$ cat config.mk
export PLATFORM = sky130hd
export DESIGN_NAME = led_bcm_scheduler
export DESIGN_NICKNAME = d
export VERILOG_FILES = /design/src/rtl/led_pkg.sv /design/src/rtl/led_bcm_scheduler_dwell.sv /design/src/rtl/led_bcm_scheduler.sv
export SDC_FILE = /design/constraint.sdc
export NUM_CORES = 1
export LEC_CHECK = 0
export CAP_MARGIN = 20
export CORE_AREA = 2 2 67 69
export CTS_CLUSTER_SIZE = 24
export DETAILED_ROUTE_END_ITERATION = 7
export DIE_AREA = 0 0 69 71
export PLACE_DENSITY = 0.85
export SYNTH_ARGS = -nofsm -noshare
export SYNTH_HDL_FRONTEND = slang
export SYNTH_SLANG_ARGS = --single-unit
$ cat constraint.sdc
create_clock -name clk -period 2.1 [get_ports clk]
set_input_delay 0.525 -clock clk [delete_from_list [all_inputs] [get_ports clk]]
set_output_delay 0.525 -clock clk [all_outputs]
set_load 0.01 [all_outputs]
$ cat src/rtl/led_pkg.sv
// led_pkg: state encoding, default widths and BCM plane-weight helper for led_bcm_scheduler
package led_pkg;

    localparam int ADDR_BITS  = 5;
    localparam int PLANE_BITS = 2;

    typedef enum logic [6:0] {
        S_IDLE    = 7'b0000001,
        S_FILL    = 7'b0000010,
        S_DISPLAY = 7'b0000100,
        S_WAIT    = 7'b0001000,
        S_BLANK   = 7'b0010000,
        S_DEAD    = 7'b0100000,
        S_LATCH   = 7'b1000000
    } state_t;

    function automatic int unsigned plane_weight(input int unsigned base, input int unsigned p);
        return base << p;
    endfunction

endpackage

$ cat src/rtl/led_bcm_scheduler_dwell.sv
// led_dwell_timer: loadable down-counter timing one BCM plane's on-time
module led_dwell_timer #(
    parameter int WIDTH = 8
) (
    input  logic             clk,
    input  logic             reset,
    input  logic             load,
    input  logic [WIDTH-1:0] load_value,
    input  logic             count_en,
    output logic [WIDTH-1:0] value,
    output logic             expired
);

    assign expired = value == '0;

    // load has priority; counting stops at zero
    always_ff @(posedge clk) begin
        if (reset) value <= '0;
        else if (load) value <= load_value;
        else if (count_en && !expired) value <= value - 1'b1;
    end

endmodule

$ cat src/rtl/led_bcm_scheduler.sv
// led_bcm_scheduler: HUB75 row/bit-plane BCM scheduler; optional LED_BCM_DEADTIME_EN adds a blank hold before latch
module led_bcm_scheduler #(
    parameter int PLANES     = 4,
    parameter int ADDR_BITS  = led_pkg::ADDR_BITS,
    parameter int BASE_TICKS = 16,
    parameter int FRAME_BITS = 10,
    parameter int DEADTIME   = 4
) (
    input  logic                       clk,
    input  logic                       reset,
    input  logic                       enable,
    output logic                       shift_req,
    output logic [ADDR_BITS-1:0]       shift_addr,
    output logic [$clog2(PLANES)-1:0]  shift_plane,
    input  logic                       shift_done,
    output logic                       latch,
    output logic                       blank,
    output logic [ADDR_BITS-1:0]       led_addr,
    output logic [FRAME_BITS-1:0]      frame,
    output logic                       frame_start
);

    import led_pkg::*;

    localparam int PW = $clog2(PLANES);
    localparam int DW = $clog2(BASE_TICKS) + PLANES;

    state_t state, state_nx;
    logic shift_ok, done_now, expired, last_plane, dead_last, addr_take;
    logic [DW-1:0] unused_dwell_value;

    assign done_now   = shift_req && shift_done;
    assign last_plane = shift_plane == PW'(PLANES - 1);

    // dwell loads W-1 on the latch cycle so blank stays low exactly W cycles
    led_dwell_timer #(.WIDTH(DW)) u_dwell (
        .clk        (clk),
        .reset      (reset),
        .load       (state == S_LATCH),
        .load_value (DW'(plane_weight(BASE_TICKS, 32'(shift_plane)) - 1)),
        .count_en   (state == S_DISPLAY),
        .value      (unused_dwell_value),
        .expired    (expired)
    );

`ifdef LED_BCM_DEADTIME_EN
    localparam int CW = $clog2(DEADTIME + 1);
    localparam state_t HOLD_STATE = DEADTIME > 0 ? S_DEAD : S_LATCH;
    logic [CW-1:0] dead_cnt;
    assign dead_last = dead_cnt == CW'(DEADTIME - 1);
    assign addr_take = state == S_DEAD && dead_cnt == CW'(DEADTIME / 2);
    // cycles spent in the extra blank hold; row address switches at its midpoint
    always_ff @(posedge clk) dead_cnt <= (reset || state != S_DEAD) ? '0 : dead_cnt + 1'b1;
`else
    localparam state_t HOLD_STATE = S_LATCH;
    localparam int unused_deadtime = DEADTIME;
    assign dead_last = 1'b1;
    assign addr_take = state == S_LATCH;
`endif

    // next state and panel-side outputs
    always_comb begin
        state_nx    = state;
        blank       = state != S_DISPLAY;
        latch       = state == S_LATCH;
        frame_start = state == S_LATCH && shift_addr == '0 && shift_plane == '0;
        case (state)
            S_IDLE:    state_nx = enable ? S_FILL : S_IDLE;
            S_FILL:    state_nx = done_now ? S_BLANK : S_FILL;
            S_DISPLAY: state_nx = expired ? S_WAIT : S_DISPLAY;
            S_WAIT:    state_nx = (shift_ok || done_now) ? S_BLANK : S_WAIT;
            S_BLANK:   state_nx = enable ? HOLD_STATE : S_IDLE;
            S_DEAD:    state_nx = dead_last ? S_LATCH : S_DEAD;
            S_LATCH:   state_nx = S_DISPLAY;
            default:   state_nx = S_IDLE;
        endcase
    end

    // state register, shifter handshake, scan position, displayed row and frame count
    always_ff @(posedge clk) begin
        if (reset) begin
            state       <= S_IDLE;
            shift_req   <= 1'b0;
            shift_ok    <= 1'b0;
            shift_addr  <= '0;
            shift_plane <= '0;
            led_addr    <= '0;
            frame       <= '0;
        end else begin
            state <= state_nx;
            if (done_now) begin
                shift_req <= 1'b0;
                shift_ok  <= 1'b1;
            end
            if (addr_take) led_addr <= shift_addr;
            if (state == S_IDLE && enable) begin
                shift_req   <= 1'b1;
                shift_ok    <= 1'b0;
                shift_addr  <= '0;
                shift_plane <= '0;
            end
            if (state == S_BLANK && !enable) begin
                shift_addr  <= '0;
                shift_plane <= '0;
            end
            if (state == S_LATCH) begin
                shift_req   <= 1'b1;
                shift_ok    <= 1'b0;
                shift_plane <= last_plane ? '0 : shift_plane + 1'b1;
                if (last_plane) shift_addr <= shift_addr + 1'b1;
                if (frame_start) frame <= frame + 1'b1;
            end
        end
    end

endmodule

==> results.cfg <==
[routing]
ant_nets = 0
dr_total_vias = 1939
wl_per_cell_um = 14.9
routed_wl_mm = 5.08
drt_iter0_markers = 103
drtPass1Iterations = 4
drc = 0
avgViaCountPerCell = 5.70

[logic_synthesis]
synth_seq_cells = 38
synth_warnings = 0
synth_edf_count = 0
synth_commonest_cells = dfxtp_1, nand2_1, a21oi_1, nor2_1, o21ai_0
syn_inst = 232
synth_area_um2 = 1940
synth_top_area_share_pct = 39.2
ys.flop_type = dfxtp_1
yosysTopAreaCell = dfxtp_1
synth-async-reset-ratio_pct = 0
ys_seq_area_share_pct = 39.2
synth.avg_cell_area_um2 = 8.36
yosys-top-cells-area = dfxtp_1, a21oi_1, nand2_1, ha_1, nor2_1
ys_types = 48
syn-num-nets = 244
synth.most_common_cell = dfxtp_1

[timing]
final_max_slew_viol_count = 0
finClkSkew_ns = 0.00633
fin_crit_sh_pct = 97.6
worst_pin_slew_ns = 0.635
slew_headroom_pct = 57.3
hold_violations = 0
fin_crit_ns = 2.05
hold_ws_ns = 0.463
fmax_mhz = 488
setup_viol = 0

[clock_network]
cts_made_buffers = 5
cts.sinks = 38
clk_pin_slew_worst_paths_ns = 0.08
htreeDepth = 2
clockBufferDepth = 2
cts_tree = yes
cts_root_buffer = clkbuf_8
ctsHoldBuffers = 0
clock_latency_ns = 0.30

[job]
cap_violations = 0

[grt]
grt_antenna_before_repair = 0
grt_pass1_wl_mm = 8.21
overflow = 0
groute.usage.overall_pct = 20.5
grt_pass1_vias = 1832
grt_max_degree = 24

[layout]
n_fill_cell = 340
nNetsFinal = 299
synthToLayoutAreaGrowth_pct = 37.6
diodes = 0
final_util_pct = 63.5
instances_no_fill = 340
drive_gt1_share_pct = 20.5

[floorplanning]
core_um2 = 4200
die_w_um = 69
num_io_pins = 30
die_area_um2 = 4900
die_h_um = 71
num_rows = 24
start_util_pct = 46.1

[worst_hold_path]
worstHoldPathType = reg -> reg
hold_depth = 2

[placement]
io_buffers = 29
gp_congestion = 0.853
dp_cells = 329
dpl.hpwl_mm = 3.46

[worst_setup_path]
cp-start-kind = flip-flop
reg2reg_from = state[3]$_SDFF_PP0_
critPathArrivalTime_ns = 1.52
rr_worst_depth = 9
crit_required_ns = 1.57
r2r_slack_ns = 0.11
r2r_end = u_dwell.value[6]$_SDFFE_PP0N_
crit_end = latch
worstPathMaxFanout = 5
crit_start = state[3]$_SDFF_PP0_
setup.worst_path.end_class = output pin
crit_type = reg -> out

[run_status]
status = completed

[power]
power_density_nw_per_um2 = 596
peakVddDrop_mv = 0.643
p_leak_nw = 0.993
==> routing by layer <==
metal / global-route usage [%] / wire (um)
met1: 22.7 / 2120
met5: 0 / 0
met4: 10.5 / 133
met3: 4.84 / 209
met2: 36.8 / 2610
==> cells in the final DEF, fill, tap and decap left out, types with 3 or more instances in the layout <==
master	n
or3_1	4
ha_1	7
nor3b_1	4
dfxtp_1	35
nand4_1	7
o31ai_1	5
a21oi_1	23
clkdlybuf4s50_1	26
o2bb2ai_1	3
nand2_2	3
a31oi_1	3
nor2_1	15
buf_4	29
dfxtp_2	3
nand2_1	27
o21ai_0	11
xor2_1	6
clkbuf_8	5
inv_1	6
nor3_1	5
or4_1	6
nand3_1	5
==> registers in the layout (all words and copies together), names as in the netlist <==
signal         cells
u_dwell.value      8
shift_plane        2
shift_addr         5
led_addr           5
shift_req          1
state              6
frame             10
shift_ok           1
==> per-stage QoR <==
stage | cell area [um2] | setup TNS (ns) | total power [mW] | setup slack [ns]
6_report | 2670 | 0 | 1.59 | 0.0506
5_1_grt | 2670 | -0.0900 | 1.64 | -0.0900
4_1_cts | 2610 | 0 | 1.59 | 0.00405
3_5_place_dp | 2460 | 0 | 0.846 | 0.0328
3_3_place_gp | 2460 | 0 | 0.843 | 0.0628
2_1_floorplan | 1960 | 0 | 0.803 | 0.00162
==> cell type report <==
type	instances	area, um2	share of cell area [%]
Clock buffer	5	68.8	2.58
Timing Repair Buffer	58	502	18.8
Inverter	8	30.0	1.13
Sequential cell	38	764	28.6
Clock inverter	3	68.8	2.58
Tap cell	52	65.1	2.44
Multi-Input combinational cell	176	1170	43.8
==> worst max-delay path, cell delays in order (launching register included) <==
cell	delay, ns
dfxtp_2	0.35
nor4_4	0.30
buf_4	0.16
nand2_2	0.10
clkinv_1	0.08
clkdlybuf4s15_1	0.24
==> worst min-delay path by stage <==
stage | slack [ns] | to | from
2_1_floorplan | 0.47 | u_dwell.value[7]$_SDFFE_PP0N_ | u_dwell.value[7]$_SDFFE_PP0N_
3_3_place_gp | 0.45 | led_addr[4]$_SDFFE_PP0N_ | led_addr[4]$_SDFFE_PP0N_
3_5_place_dp | 0.45 | led_addr[1]$_SDFFE_PP0N_ | led_addr[1]$_SDFFE_PP0N_
4_1_cts | 0.46 | led_addr[4]$_SDFFE_PP0N_ | led_addr[4]$_SDFFE_PP0N_
5_1_grt | 0.50 | led_addr[4]$_SDFFE_PP0N_ | led_addr[4]$_SDFFE_PP0N_
6_report | 0.46 | led_addr[1]$_SDFFE_PP0N_ | led_addr[1]$_SDFFE_PP0N_
==> logic make-up (layout without fill, tap and decap cells) <==
| logic type | Yosys count | count (layout) | share of synthesized area, % |
|---|---|---|---|
| mux | 2 | 2 | 1.10 |
| buf+inv | 18 | 74 | 3.87 |
| xor+xnor | 8 | 8 | 3.61 |
| simple gates | 99 | 99 | 27.9 |
| fa+ha+maj | 8 | 8 | 5.16 |
| compound gates | 59 | 59 | 19.2 |
| flops | 38 | 38 | 39.2 |
==> what timing repair did <==
item                                    CTS  global route
resized for setup                         6            13
endpoints found under the setup margin    3             7
pin swaps                                 0             4
buffers inserted                          1             2
==> where the power goes <==
group | internal (mW) | total [mW] | switching (mW)
clock network | 0.476 | 0.754 | 0.278
registers | 0.727 | 0.734 | 0.00763
logic | 0.0497 | 0.104 | 0.0539
total | 1.25 | 1.59 | 0.339
Power figures use the tool's default switching activity.
